**src/rtl/dcache_fsm_pkg.sv**
```systemverilog
// Shared definitions for the L1 data-cache control FSM: state encoding,
// default geometry and the memory address that receives the hit counter.
package dcache_fsm_pkg;

  typedef enum logic [2:0] {
    IDLE      = 3'd0,
    WB        = 3'd1,
    FILL      = 3'd2,
    FLUSH_CHK = 3'd3,
    FLUSH_WB  = 3'd4,
    CTSTORE   = 3'd5,
    HALT      = 3'd6
  } dcache_state_t;

  localparam int DEF_WORDS  = 2;
  localparam int DEF_FRAMES = 16;
  localparam int DEF_CNTW   = 32;

  // Word address the datapath uses while cnt_store is high.
  localparam logic [31:0] HITCNT_ADDR = 32'h0000_3100;

endpackage

```
**src/rtl/dcache_fsm_if.sv**
```systemverilog
// Signal bundle between the cache control FSM and the dcache datapath /
// memory arbiter.
//
// Handshake: dREN/dWEN are level requests held for the whole transfer; a word
// moves in every cycle where dwait is low, and nothing moves while dwait is
// high. blk_wr, clean and fill_done are single-cycle strobes that only fire
// in cycles where a word actually completes.
interface dcache_fsm_if
  import dcache_fsm_pkg::*;
#(
  parameter int WORDS  = DEF_WORDS,
  parameter int FRAMES = DEF_FRAMES,
  parameter int CNTW   = DEF_CNTW
);
  localparam int WOW = $clog2(WORDS);
  localparam int FIW = $clog2(FRAMES);

  // core / datapath side
  logic            dmemREN;
  logic            dmemWEN;
  logic            dhit;
  logic            dirty;
  logic            dwait;
  logic            flush;
  logic            frame_dirty;
  // fsm side
  logic            dREN;
  logic            dWEN;
  logic [WOW-1:0]  word_off;
  logic            blk_wr;
  logic            fill_done;
  logic            clean;
  logic [FIW-1:0]  flush_idx;
  logic            flushing;
  logic            cnt_store;
  logic [CNTW-1:0] hitcnt;
  logic            halt;
  dcache_state_t   state_dbg;

  modport master (
    input  dmemREN, dmemWEN, dhit, dirty, dwait, flush, frame_dirty,
    output dREN, dWEN, word_off, blk_wr, fill_done, clean, flush_idx,
           flushing, cnt_store, hitcnt, halt, state_dbg
  );

  modport slave (
    output dmemREN, dmemWEN, dhit, dirty, dwait, flush, frame_dirty,
    input  dREN, dWEN, word_off, blk_wr, fill_done, clean, flush_idx,
           flushing, cnt_store, hitcnt, halt, state_dbg
  );

endinterface

```
**src/rtl/dcache_fsm_hitcnt.sv**
```systemverilog
// Wrapping up/down hit counter. up and dn are never both high in normal use;
// if they are, the value holds.
module dcache_hitcnt #(
  parameter int CNTW = 32
) (
  input  logic            CLK,
  input  logic            RST,
  input  logic            up,
  input  logic            dn,
  output logic [CNTW-1:0] value
);

  // count hits up, misses down, modulo 2^CNTW
  always_ff @(posedge CLK or posedge RST) begin
    if (RST) begin
      value <= '0;
    end else if (up && !dn) begin
      value <= value + CNTW'(1);
    end else if (dn && !up) begin
      value <= value - CNTW'(1);
    end
  end

endmodule

```
**src/rtl/dcache_fsm.sv**
```systemverilog
// L1 data-cache control FSM: dirty-victim writeback and block fill on a miss,
// full-cache flush walk on halt followed by a store of the hit counter.
module dcache_fsm
  import dcache_fsm_pkg::*;
#(
  parameter int WORDS  = DEF_WORDS,
  parameter int FRAMES = DEF_FRAMES,
  parameter int CNTW   = DEF_CNTW
) (
  input  logic          CLK,
  input  logic          RST,
  dcache_fsm_if.master  bus
);

  localparam int WOW = $clog2(WORDS);
  localparam int FIW = $clog2(FRAMES);
  localparam logic [WOW-1:0] LAST_WORD  = WOW'(WORDS - 1);
  localparam logic [FIW-1:0] LAST_FRAME = FIW'(FRAMES - 1);

  dcache_state_t  state, next_state;
  logic [WOW-1:0] word_off_q, word_off_n;
  logic [FIW-1:0] flush_idx_q, flush_idx_n;
  logic           dren_q, dwen_q, flushing_q, cnt_store_q, halt_q;
  logic           blk_wr, clean, fill_done;
  logic           cnt_up, cnt_dn;
  logic           req;

  assign req = bus.dmemREN | bus.dmemWEN;

  // state, counters and Moore outputs; outputs are computed from next_state
  // so they are registered yet line up with the state they belong to
  always_ff @(posedge CLK or posedge RST) begin
    if (RST) begin
      state       <= IDLE;
      word_off_q  <= '0;
      flush_idx_q <= '0;
      dren_q      <= 1'b0;
      dwen_q      <= 1'b0;
      flushing_q  <= 1'b0;
      cnt_store_q <= 1'b0;
      halt_q      <= 1'b0;
    end else begin
      state       <= next_state;
      word_off_q  <= word_off_n;
      flush_idx_q <= flush_idx_n;
      dren_q      <= (next_state == FILL);
      dwen_q      <= (next_state == WB) || (next_state == FLUSH_WB) ||
                     (next_state == CTSTORE);
      flushing_q  <= (next_state == FLUSH_CHK) || (next_state == FLUSH_WB);
      cnt_store_q <= (next_state == CTSTORE);
      halt_q      <= (next_state == HALT);
    end
  end

  // next-state, counter updates and completion strobes
  always_comb begin
    next_state  = state;
    word_off_n  = word_off_q;
    flush_idx_n = flush_idx_q;
    blk_wr      = 1'b0;
    clean       = 1'b0;
    fill_done   = 1'b0;
    cnt_up      = 1'b0;
    cnt_dn      = 1'b0;
    unique case (state)
      IDLE: begin
        // a miss wins over a pending flush; a hit is counted even when the
        // flush walk starts in the same cycle
        if (req && !bus.dhit) begin
          cnt_dn     = 1'b1;
          next_state = bus.dirty ? WB : FILL;
        end else begin
          cnt_up = req;
          if (bus.flush) next_state = FLUSH_CHK;
        end
      end
      WB, FLUSH_WB: begin
        if (!bus.dwait) begin
          if (word_off_q == LAST_WORD) begin
            clean      = 1'b1;
            word_off_n = '0;
            if (state == WB) begin
              next_state = FILL;
            end else if (flush_idx_q == LAST_FRAME) begin
              next_state = CTSTORE;
            end else begin
              flush_idx_n = flush_idx_q + FIW'(1);
              next_state  = FLUSH_CHK;
            end
          end else begin
            word_off_n = word_off_q + WOW'(1);
          end
        end
      end
      FILL: begin
        blk_wr = !bus.dwait;
        if (!bus.dwait) begin
          if (word_off_q == LAST_WORD) begin
            fill_done  = 1'b1;
            word_off_n = '0;
            next_state = IDLE;
          end else begin
            word_off_n = word_off_q + WOW'(1);
          end
        end
      end
      FLUSH_CHK: begin
        // flush_idx parks at the last frame; only reset clears it
        if (bus.frame_dirty) begin
          next_state = FLUSH_WB;
        end else if (flush_idx_q == LAST_FRAME) begin
          next_state = CTSTORE;
        end else begin
          flush_idx_n = flush_idx_q + FIW'(1);
        end
      end
      CTSTORE: begin
        if (!bus.dwait) next_state = HALT;
      end
      HALT: begin
        next_state = HALT;
      end
      default: begin
        next_state = IDLE;
      end
    endcase
  end

  dcache_hitcnt #(.CNTW(CNTW)) u_hitcnt (
    .CLK   (CLK),
    .RST   (RST),
    .up    (cnt_up),
    .dn    (cnt_dn),
    .value (bus.hitcnt)
  );

  assign bus.dREN      = dren_q;
  assign bus.dWEN      = dwen_q;
  assign bus.word_off  = word_off_q;
  assign bus.blk_wr    = blk_wr;
  assign bus.clean     = clean;
  assign bus.fill_done = fill_done;
  assign bus.flush_idx = flush_idx_q;
  assign bus.flushing  = flushing_q;
  assign bus.cnt_store = cnt_store_q;
  assign bus.halt      = halt_q;
  assign bus.state_dbg = state;

endmodule
```
**src/flat_wrapper.sv**
```systemverilog
// flat-port wrapper written by rule: the top's interface ports become plain ports
module dcache_fsm_flat import dcache_fsm_pkg::*;
#(
  parameter int WORDS  = DEF_WORDS,
  parameter int FRAMES = DEF_FRAMES,
  parameter int CNTW   = DEF_CNTW
)
  (CLK, RST, bus_dmemREN, bus_dmemWEN, bus_dhit, bus_dirty, bus_dwait, bus_flush, bus_frame_dirty, bus_dREN, bus_dWEN, bus_word_off, bus_blk_wr, bus_fill_done, bus_clean, bus_flush_idx, bus_flushing, bus_cnt_store, bus_hitcnt, bus_halt, bus_state_dbg);
  dcache_fsm_if #(.WORDS(WORDS), .FRAMES(FRAMES), .CNTW(CNTW)) bus_i ();
  input  logic CLK;
  input  logic RST;
  input wire logic [$bits(bus_i.dmemREN)-1:0] bus_dmemREN;
  input wire logic [$bits(bus_i.dmemWEN)-1:0] bus_dmemWEN;
  input wire logic [$bits(bus_i.dhit)-1:0] bus_dhit;
  input wire logic [$bits(bus_i.dirty)-1:0] bus_dirty;
  input wire logic [$bits(bus_i.dwait)-1:0] bus_dwait;
  input wire logic [$bits(bus_i.flush)-1:0] bus_flush;
  input wire logic [$bits(bus_i.frame_dirty)-1:0] bus_frame_dirty;
  output wire logic [$bits(bus_i.dREN)-1:0] bus_dREN;
  output wire logic [$bits(bus_i.dWEN)-1:0] bus_dWEN;
  output wire logic [$bits(bus_i.word_off)-1:0] bus_word_off;
  output wire logic [$bits(bus_i.blk_wr)-1:0] bus_blk_wr;
  output wire logic [$bits(bus_i.fill_done)-1:0] bus_fill_done;
  output wire logic [$bits(bus_i.clean)-1:0] bus_clean;
  output wire logic [$bits(bus_i.flush_idx)-1:0] bus_flush_idx;
  output wire logic [$bits(bus_i.flushing)-1:0] bus_flushing;
  output wire logic [$bits(bus_i.cnt_store)-1:0] bus_cnt_store;
  output wire logic [$bits(bus_i.hitcnt)-1:0] bus_hitcnt;
  output wire logic [$bits(bus_i.halt)-1:0] bus_halt;
  output wire logic [$bits(bus_i.state_dbg)-1:0] bus_state_dbg;
  assign bus_i.dmemREN = bus_dmemREN;
  assign bus_i.dmemWEN = bus_dmemWEN;
  assign bus_i.dhit = bus_dhit;
  assign bus_i.dirty = bus_dirty;
  assign bus_i.dwait = bus_dwait;
  assign bus_i.flush = bus_flush;
  assign bus_i.frame_dirty = bus_frame_dirty;
  assign bus_dREN = bus_i.dREN;
  assign bus_dWEN = bus_i.dWEN;
  assign bus_word_off = bus_i.word_off;
  assign bus_blk_wr = bus_i.blk_wr;
  assign bus_fill_done = bus_i.fill_done;
  assign bus_clean = bus_i.clean;
  assign bus_flush_idx = bus_i.flush_idx;
  assign bus_flushing = bus_i.flushing;
  assign bus_cnt_store = bus_i.cnt_store;
  assign bus_hitcnt = bus_i.hitcnt;
  assign bus_halt = bus_i.halt;
  assign bus_state_dbg = bus_i.state_dbg;
  dcache_fsm #(.WORDS(WORDS), .FRAMES(FRAMES), .CNTW(CNTW)) u_core (.CLK(CLK), .RST(RST), .bus(bus_i));
endmodule
```
**config.mk**
```make
export PLATFORM = sky130hd
export DESIGN_NAME = dcache_fsm_flat
export DESIGN_NICKNAME = d
export VERILOG_FILES = /design/src/rtl/dcache_fsm_pkg.sv /design/src/rtl/dcache_fsm_if.sv /design/src/rtl/dcache_fsm_hitcnt.sv /design/src/rtl/dcache_fsm.sv /design/src/flat_wrapper.sv
export SDC_FILE = /design/constraint.sdc
export NUM_CORES = 1
export LEC_CHECK = 0
export BUFFER_PORTS_ARGS = -buffer_cell sky130_fd_sc_hd__buf_2
export CAP_MARGIN = 0
export CORE_MARGIN = 2
export CORE_UTILIZATION = 50
export CTS_BUF_LIST = sky130_fd_sc_hd__clkbuf_16
export CTS_CLUSTER_DIAMETER = 30
export DETAILED_ROUTE_END_ITERATION = 10
export GPL_ROUTABILITY_DRIVEN = 1
export PLACE_DENSITY_LB_ADDON = 0.12
export REMOVE_ABC_BUFFERS = 1
export SLEW_MARGIN = 15
export SYNTH_ARGS = -nofsm -noshare
export SYNTH_HDL_FRONTEND = slang
export SYNTH_SLANG_ARGS = --single-unit
export TNS_END_PERCENT = 10
```
**constraint.sdc**
```tcl
create_clock -name CLK -period 7.1 [get_ports CLK]
set_input_delay 1.42 -clock CLK [delete_from_list [all_inputs] [get_ports CLK]]
set_output_delay 1.42 -clock CLK [all_outputs]
set_load 0.1 [all_outputs]
```
==> impl_metrics.csv, run 1 <==
group,metric,value,unit
run_status,status,"completed",
floorplanning,initial_core_util,51.9,%
cts,clock_latency,0.28,ns
drt,routed-via-count,3197,
critical_path,cp.arrival,5.07,ns
timing,min_period_over_period,69.2,%
logic_synthesis,synthArstFlopShare,100,%
global_routing,antenna_found_initial,0,
drt,detail-route-antenna-nets,0,
critical_path,critical_path.startpoint_type,"input pin",
floorplanning,die_h,88.2,um
hold_path,hold_end,"u_core.u_hitcnt.value[10]",
cts,cts_tree,"built",
logic_synthesis,synth.distinct_cells,52,
timing,fmax,204,MHz
logic_synthesis,syn_area,3550,sq um
drt,drt_iter0_markers,134,
global_routing,gr-total-overflow,0,
timing,fin_tns_setup,0,ns
timing,clock_skew,0.00329,ns
critical_path,critical_path_class,"in2reg",
layout,layout-drive-gt1-share,16.5,%
logic_synthesis,synth_cells,423,
timing,setup_viol_count_final,0,
run,cap_violations,0,
global_routing,first_global_vias,2983,
cts,cts_buffers,5,
place,io_buffers,56,
logic_synthesis,synth_ff_type,"dfrtp_1",
hold_path,min_path_cells,2,
drt,dr.pass1.iters,5,
cts,clk_path_buf_depth,2,
critical_path,crit_path_cell_trace,"buf_2 -> nor2_1 -> nor2_1 -> and3_1 -> ha_1 -> inv_1 -> buf_4 -> ha_1 -> and4_1 -> a21o_1 -> a2111o_1 -> a31oi_2 -> o21ai_1 -> a31oi_1 -> xor2_1 -> o21ai_0",
cts,cts_setup_buffers,0,
timing,maxSlewViolCount,0,
global_routing,track_usage,22.1,%
floorplanning,die_area,7780,sq um
logic_synthesis,synth.avg_cell_area,8.38,sq um
drt,viasPerCell,5.63,
layout,nNetsFinal,517,
layout,diodes,0,
critical_path,required,7.26,ns
timing,finalCriticalPeriod,4.91,ns
floorplanning,die_w,88.2,um
logic_synthesis,yosysWarnings,0,
timing,hold_viol,0,
timing,tightest_slew,0.985,ns
logic_synthesis,synth_edf_count,0,
floorplanning,fp-row-count,30,
critical_path,r2r_setup_slack,2.82,ns
critical_path,cpMaxStageDelayCell,"a2111o_1",
floorplanning,io_pins,57,
critical_path,ff2ff_path_depth,14,
global_routing,grt_pass1_wl,13.8,mm
floorplanning,core_area,6830,sq um
cts,htree_num_levels,2,
logic_synthesis,synth-seq-cells,45,
timing,rsz0062_at_grt,"no",
cts,cts_resized,0,
cts,clk_pin_slew_worst_paths,0.06,ns
global_routing,grt_max_degree,46,
critical_path,r2r-start,"u_core.bus.state_dbg[0]",
cts,cts_hold_buf,0,
drt,finalWirelength,8.20,mm
hold_path,hp-class,"reg2reg",
layout,fillers,659,
cts,cts-root-buf,"clkbuf_16",
drt,drc_errors,0,
critical_path,reg2reg_to,"u_core.u_hitcnt.value[26]",
critical_path,critPathMaxFanout,21,
place,hpwlAfterDp,6.07,mm
layout,area_delta_synth_final,14.5,%
logic_synthesis,seq_area_frac_synth,31.8,%
place,gp_congestion,0.960,
cts,cts.sinks,45,
hold_path,min_from,"u_core.u_hitcnt.value[10]",
critical_path,endpoint_kind,"flip-flop",
drt,wl_per_cell,14.4,um
timing,slew-limit-headroom,34.2,%
critical_path,cp_slowest_stage_delay,0.39,ns
-- cell type report --
class / instances / area, sq um / share of cell area (%)
multi-input combinational: 348 / 2310 / 56.8
inverter: 14 / 52.6 / 1.29
tap: 96 / 120 / 2.96
timing repair buffer: 58 / 295 / 7.27
sequential: 45 / 1130 / 27.7
clock buffer: 5 / 125 / 3.08
clock inverter: 2 / 35.0 / 0.863
-- per-stage QoR --
step	instance area, sq um	setup WS (ns)	util (%)	hold slack, ns	std cells
6_report	4060	2.19	59.4	0.513	568
5_1_grt	4060	1.86	59.4	0.526	568
4_1_cts	4060	2.23	59.4	0.516	568
3_5_place_dp	3900	1.95	57.1	0.500	561
3_3_place_gp	3900	2.04	57.1	0.498	561
2_1_floorplan	3480	1.94	-	1.00	407
-- cell usage in the layout (no fill, tap or decap), types with 5 or more instances in the layout --
master	count
xor2_1	16
buf_2	56
a21o_1	15
a31oi_1	9
xnor2_1	19
nand2_1	61
a21oi_1	29
ha_1	35
o21ai_0	49
nor2_1	26
nor3_1	5
clkbuf_16	5
nand3_1	11
dfrtp_1	45
inv_1	13
o211ai_1	6
-- per-layer routing --
| layer | track usage, % | part of all wire [%] |
|---|---|---|
| met4 | 6.20 | 1.3 |
| met1 | 29.9 | 47 |
| met2 | 37.0 | 48 |
| met3 | 2.99 | 3.4 |
| met5 | 0 | 0 |
-- how the worst max path moves through the flow --
stage	start	endpoint
final	bus_dmemWEN	u_core.u_hitcnt.value[26]
after global routing	bus_dmemWEN	u_core.u_hitcnt.value[26]
after global placement	bus_dmemWEN	u_core.u_hitcnt.value[23]
after floorplan	bus_dwait	bus_clean
after CTS	bus_dmemWEN	u_core.u_hitcnt.value[26]
after detailed placement	bus_dmemWEN	u_core.u_hitcnt.value[26]
-- state kept, by name, indices dropped and copies added, names as in the netlist --
signal,flops
u_core.bus.dWEN,1
u_core.bus.dREN,1
u_core.bus.flushing,1
u_core.bus.cnt_store,1
u_core.bus.halt,1
u_core.bus.flush_idx,4
u_core.u_hitcnt.value,32
u_core.bus.word_off,1
u_core.bus.state_dbg,3
-- cell usage after synthesis, types with 2 or more instances --
master | n | area, sq um
nor3_1 | 5 | 25.0
o22ai_1 | 2 | 12.5
nand3_1 | 11 | 55.1
nor4_1 | 2 | 12.5
a22oi_1 | 2 | 15.0
a211oi_1 | 3 | 22.5
a211o_1 | 4 | 35.0
a31oi_1 | 9 | 56.3
ha_1 | 35 | 438
o211ai_1 | 6 | 45.0
xor2_1 | 16 | 140
inv_1 | 14 | 52.6
nand2_1 | 61 | 229
nor2_1 | 26 | 97.6
a21oi_1 | 29 | 145
o21ai_0 | 49 | 245
clkbuf_1 | 15 | 56.3
o21ai_1 | 4 | 20.0
xnor2_1 | 19 | 166
mux2_2 | 4 | 45.0
and4_1 | 2 | 17.5
and3_1 | 3 | 18.8
nand3b_1 | 3 | 22.5
nor2b_1 | 4 | 25.0
dfrtp_1 | 45 | 1130
o21bai_1 | 3 | 22.5
a21o_1 | 15 | 113
and2_1 | 2 | 12.5
or3_1 | 2 | 12.5
nand2b_1 | 4 | 25.0
nand4_1 | 3 | 18.8
-- cells by family (layout without fill, tap and decap cells) --
group,count (synthesis),count (layout),synth area share [%]
simple gates,131,131,16.8
xor+xnor,35,35,8.64
flops,45,45,31.8
fa+ha+maj,36,36,12.9
buf+inv,30,79,3.21
compound gates,141,141,25.1
mux,5,5,1.55
-- critical path, delay by kind of cell --
| family | cells | cell delay (ns) |
|---|---|---|
| XOR/XNOR | 1 | 0.17 |
| buffers and inverters | 3 | 0.81 |
| AND/OR/NAND/NOR | 4 | 0.68 |
| AO/OA/AOI/OAI | 6 | 1.37 |
| adder cells (fa/ha/maj) | 2 | 0.59 |
Power of run 1 is left out: the tool's default activity adds up to more than one toggle a clock period on the data nets, which glitch-free logic cannot reach.
==> inputs of run 2 (changes only) <==
clock period = 4.11 ns   (was 7.1 ns; I/O delays follow)
==> run 2 against run 1 <==
  * Routed wire length down 2.0%
  * Die area unchanged
  * Via count up 0.91%
  * Register-to-register slack worse by 2.2 ns
  * First-iteration DRC count up 21%
  * Cell area up 1.4%
  * Non-clock buffer count up 9
  * Clock-buffer cell count unchanged
  * Largest cell class unchanged
==> impl_metrics.csv, run 2 (synthesis results as in run 1) <==
group,metric,value,unit
run_status,status,"completed",
drt,viasPerCell,5.58,
global_routing,track_usage,21.2,%
critical_path,cpMaxStageDelayCell,"or4_1",
global_routing,gr-total-overflow,0,
timing,hold_viol,0,
drt,finalWirelength,8.03,mm
floorplanning,die_w,88.2,um
cts,htree_num_levels,2,
critical_path,cp.arrival,3.96,ns
layout,regMostFlops,"u_core.u_hitcnt.value",
global_routing,first_global_vias,3002,
drt,wl_per_cell,13.9,um
timing,clock_skew,0.00953,ns
drt,routed-via-count,3226,
cts,clock_latency,0.28,ns
cts,cts_buffers,5,
place,gp_congestion,0.927,
cts,clk_path_buf_depth,2,
timing,min_period_over_period,91.1,%
critical_path,crit_path_cell_trace,"buf_2 -> nor2_1 -> nor2_1 -> and3_1 -> ha_1 -> inv_1 -> buf_12 -> ha_1 -> a21oi_1 -> o21ai_0 -> a22oi_1 -> o21ai_1 -> a211o_1 -> or4_1 -> o211ai_2 -> xor2_1",
floorplanning,die_area,7780,sq um
layout,nNetsFinal,526,
layout,largest_reg_flops,32,
critical_path,endpoint_kind,"flip-flop",
critical_path,crit_family,"compound AO/OA/AOI/OAI gates",
hold_path,hp-class,"reg2reg",
drt,dr.pass1.iters,4,
timing,setup_viol_count_final,0,
floorplanning,initial_core_util,51.9,%
drt,drc_errors,0,
critical_path,critical_path.startpoint_type,"input pin",
timing,slew-limit-headroom,35.7,%
critical_path,cp_slowest_stage_delay,0.42,ns
timing,fin_tns_setup,0,ns
layout,mostFrequentLayoutCell,"nand2_1",
global_routing,grt_max_degree,46,
cts,clk_pin_slew_worst_paths,0.07,ns
timing,rsz0062_at_grt,"no",
layout,diodes,0,
cts,cts.sinks,45,
timing,fmax,267,MHz
layout,fillers,639,
floorplanning,fp-row-count,30,
timing,maxSlewViolCount,0,
cts,cts-root-buf,"clkbuf_16",
drt,drt_iter0_markers,162,
critical_path,required,4.32,ns
critical_path,critPathMaxFanout,33,
layout,layout-drive-gt1-share,18.0,%
critical_path,crit_buf_inv,3,
timing,finalCriticalPeriod,3.74,ns
global_routing,grt_pass1_wl,13.4,mm
layout,fin_cells,578,
layout,final_cell_mix,"nand2_1 (61), buf_2 (56), o21ai_0 (49)",
layout,area_delta_synth_final,16.2,%
place,dp_cells,570,
run,cap_violations,0,
cts,cts_tree,"built",
place,hpwlAfterDp,6.02,mm
cts,cts_setup_buffers,0,
timing,tightest_slew,0.964,ns
floorplanning,core_area,6830,sq um
floorplanning,die_h,88.2,um
floorplanning,io_pins,57,
global_routing,antenna_found_initial,0,
cts,cts_hold_buf,0,
cts,cts_resized,0,
drt,detail-route-antenna-nets,0,
critical_path,critical_path_class,"in2reg",
place,io_buffers,56,
-- run 2: layout make-up --
type	count	area [sq um]	area share, %
Clock buffer	5	125	3.04
Clock inverter	3	13.8	0.334
Inverter	14	52.6	1.28
Multi-Input combinational cell	348	2310	56.0
Sequential cell	45	1130	27.3
Tap cell	96	120	2.92
Timing Repair Buffer	67	375	9.11
-- run 2: layer usage --
| layer | global-route usage (%) | vias to the layer above | wire, um |
|---|---|---|---|
| met3 | 3.17 | 8 | 290 |
| li1 | - | 1637 | - |
| met5 | 0 | - | 0 |
| met1 | 28.5 | 1516 | 3900 |
| met2 | 36.2 | 65 | 3760 |
| met4 | 5.10 | 0 | 81 |
-- run 2: metrics by stage --
stage | hold slack [ns] | setup WS [ns] | util [%] | instance area (sq um)
2_1_floorplan | 1.00 | -0.402 | - | 3480
3_3_place_gp | 0.494 | 0.175 | 58.3 | 3980
3_5_place_dp | 0.500 | 0.101 | 58.3 | 3980
4_1_cts | 0.512 | 0.379 | 60.3 | 4120
5_1_grt | 0.527 | 0.120 | 60.3 | 4120
6_report | 0.501 | 0.367 | 60.3 | 4120
-- run 2: worst register-to-register path, cell delays in order (launching register included) --
cell	delay, ns
dfrtp_1	0.39
nor2_1	0.25
and3_1	0.21
ha_1	0.17
inv_1	0.07
buf_12	0.17
ha_1	0.33
buf_4	0.13
nand2_1	0.12
nor4_1	0.44
nand3_1	0.13
o21ai_1	0.31
a211o_1	0.23
o31ai_2	0.07
xnor2_1	0.13
mux2_2	0.26
-- run 2: final timing paths --
kind                                        endpoint  slack, ns  cells after the start                 startpoint
hold / removal             u_core.u_hitcnt.value[31]       0.50                      1  u_core.u_hitcnt.value[31]
min in group asynchronous    u_core.bus.flush_idx[1]       0.76                      2                        RST
max in group asynchronous  u_core.u_hitcnt.value[28]       2.75                      2                        RST
setup reg to reg           u_core.u_hitcnt.value[29]       0.58                     15    u_core.bus.state_dbg[2]
hold reg to reg            u_core.u_hitcnt.value[31]       0.50                      1  u_core.u_hitcnt.value[31]
setup / recovery           u_core.u_hitcnt.value[31]       0.37                     16                bus_dmemWEN
Power of run 2 is left out for the same reason.
==> inputs of run 3 (changes only) <==
PLACE_DENSITY = 0.75   (was unset)
PLACE_DENSITY_LB_ADDON = unset   (was 0.12)
==> run 3 against run 2 <==
  * Fmax increased by 0.67%
  * Routed wire length decreased by 1.3%
  * Die area unchanged
  * Sequential share of layout area increased by 0.15 points
  * Clock-buffer cell count unchanged
  * Cell count decreased by 0.52%
  * Non-clock buffer count decreased by 3
  * Via count decreased by 0.34%
  * Sequential cell count unchanged
  * Highest routed layer unchanged
==> impl_metrics.csv, run 3 (synthesis results as in run 1) <==
group,metric,value,unit
layout,regMostFlops,"u_core.u_hitcnt.value",
global_routing,grt_max_degree,46,
floorplanning,die_h,88.2,um
layout,final_cell_mix,"nand2_1 (61), buf_2 (56), o21ai_0 (49)",
drt,dr.pass1.iters,4,
layout,area_delta_synth_final,15.5,%
place,io_buffers,56,
critical_path,cp_slowest_stage_delay,0.38,ns
timing,rsz0062_at_grt,"no",
timing,holdWs,0.492,ns
hold_path,hp-class,"reg2reg",
critical_path,cp.arrival,3.88,ns
floorplanning,die_w,88.2,um
place,placed_cell_area,3960,sq um
floorplanning,core_area,6830,sq um
drt,drc_errors,0,
layout,nNetsFinal,523,
place,gp_congestion,0.928,
critical_path,r2r_setup_slack,0.59,ns
cts,cts_setup_buffers,0,
critical_path,required,4.27,ns
drt,wl_per_cell,13.8,um
layout,ff_latch_area,1130,sq um
cts,clk_pin_slew_worst_paths,0.06,ns
critical_path,critical_path_class,"in2reg",
cts,clk_path_buf_depth,2,
global_routing,first_global_vias,2982,
timing,min_period_over_period,90.5,%
global_routing,grt_pass1_wl,13.6,mm
layout,layout-drive-gt1-share,17.5,%
layout,multi_input_area,2310,sq um
timing,slew-limit-headroom,37.2,%
critical_path,endpoint_kind,"flip-flop",
drt,viasPerCell,5.59,
layout,final_area,4100,sq um
drt,routed-via-count,3215,
layout,diodes,0,
layout,largest_reg_flops,32,
drt,drt_iter0_markers,129,
drt,detail-route-antenna-nets,0,
layout,fillers,630,
critical_path,critPathMaxFanout,33,
cts,cts-root-buf,"clkbuf_16",
run,cap_violations,0,
cts,cts_tree,"built",
floorplanning,die_area,7780,sq um
timing,fin_tns_setup,0,ns
cts,cts.sinks,45,
cts,htree_num_levels,2,
drt,finalWirelength,7.93,mm
cts,cts_hold_buf,0,
floorplanning,initial_core_util,51.9,%
cts,cts_resized,0,
cts,clock_latency,0.29,ns
global_routing,antenna_found_initial,0,
timing,finalCriticalPeriod,3.72,ns
timing,tightest_slew,0.941,ns
place,hpwlAfterDp,6.03,mm
global_routing,gr-total-overflow,0,
timing,clock_skew,0.00424,ns
global_routing,track_usage,21.6,%
floorplanning,fp-row-count,30,
timing,setup_viol_count_final,0,
critical_path,cpMaxStageDelayCell,"a2111o_1",
timing,hold_viol,0,
critical_path,crit_path_cell_trace,"buf_2 -> nor2_1 -> nor2_1 -> and3_1 -> ha_1 -> inv_1 -> buf_12 -> ha_1 -> and4_1 -> a21o_1 -> a2111o_1 -> a31oi_2 -> o21ai_1 -> a31oi_1 -> xor2_1 -> o21ai_0",
timing,maxSlewViolCount,0,
cts,cts_buffers,5,
run_status,status,"completed",
layout,mostFrequentLayoutCell,"nand2_1",
timing,fmax,269,MHz
floorplanning,io_pins,57,
critical_path,critical_path.startpoint_type,"input pin",
[run 3: cell types whose count changed in the layout (fill, tap and decap cells not counted), sizes merged]
cell,change
buf,-3
[run 3: per-layer routing]
metal | wire (um) | track usage (%)
met1 | 3760 | 28.6
met2 | 3740 | 36.4
met3 | 343 | 3.82
met4 | 89 | 5.92
met5 | 0 | 0
[run 3: critical path: cells and delay by family]
family,cells,cell delay (ns)
AOI/OAI and AO/OA,6,1.32
and+or+nand+nor,4,0.68
adders and majority gates,2,0.51
buffers and inverters,3,0.37
xor gates and xnor gates,1,0.16
[run 3: final cells by class]
cell class | instances | area share [%]
clock inverter | 3 | 0.336
inverter | 14 | 1.28
sequential | 45 | 27.5
multi-input combinational | 348 | 56.3
tap | 96 | 2.93
clock buffer | 5 | 3.05
timing repair buffer | 64 | 8.61
[run 3: worst paths after layout]
path	start	cells after the start	end
worst max register to register	u_core.bus.state_dbg[2]	14	u_core.u_hitcnt.value[29]
max in group asynchronous	RST	2	u_core.u_hitcnt.value[27]
worst min-delay path	u_core.u_hitcnt.value[31]	1	u_core.u_hitcnt.value[31]
min in group asynchronous	RST	2	u_core.bus.flush_idx[0]
worst min register to register	u_core.u_hitcnt.value[31]	1	u_core.u_hitcnt.value[31]
worst max-delay path	bus_dmemWEN	16	u_core.u_hitcnt.value[26]
[run 3: stage by stage]
step                worst slack [ns]  std cells  utilization [%]
floorplan                     -0.402        407                -
global placement               0.197        567             57.9
detailed placement             0.114        567             57.9
CTS                            0.413        575             60.0
global route                   0.131        575             60.0
finish                         0.392        575             60.0
Power of run 3 is left out for the same reason.
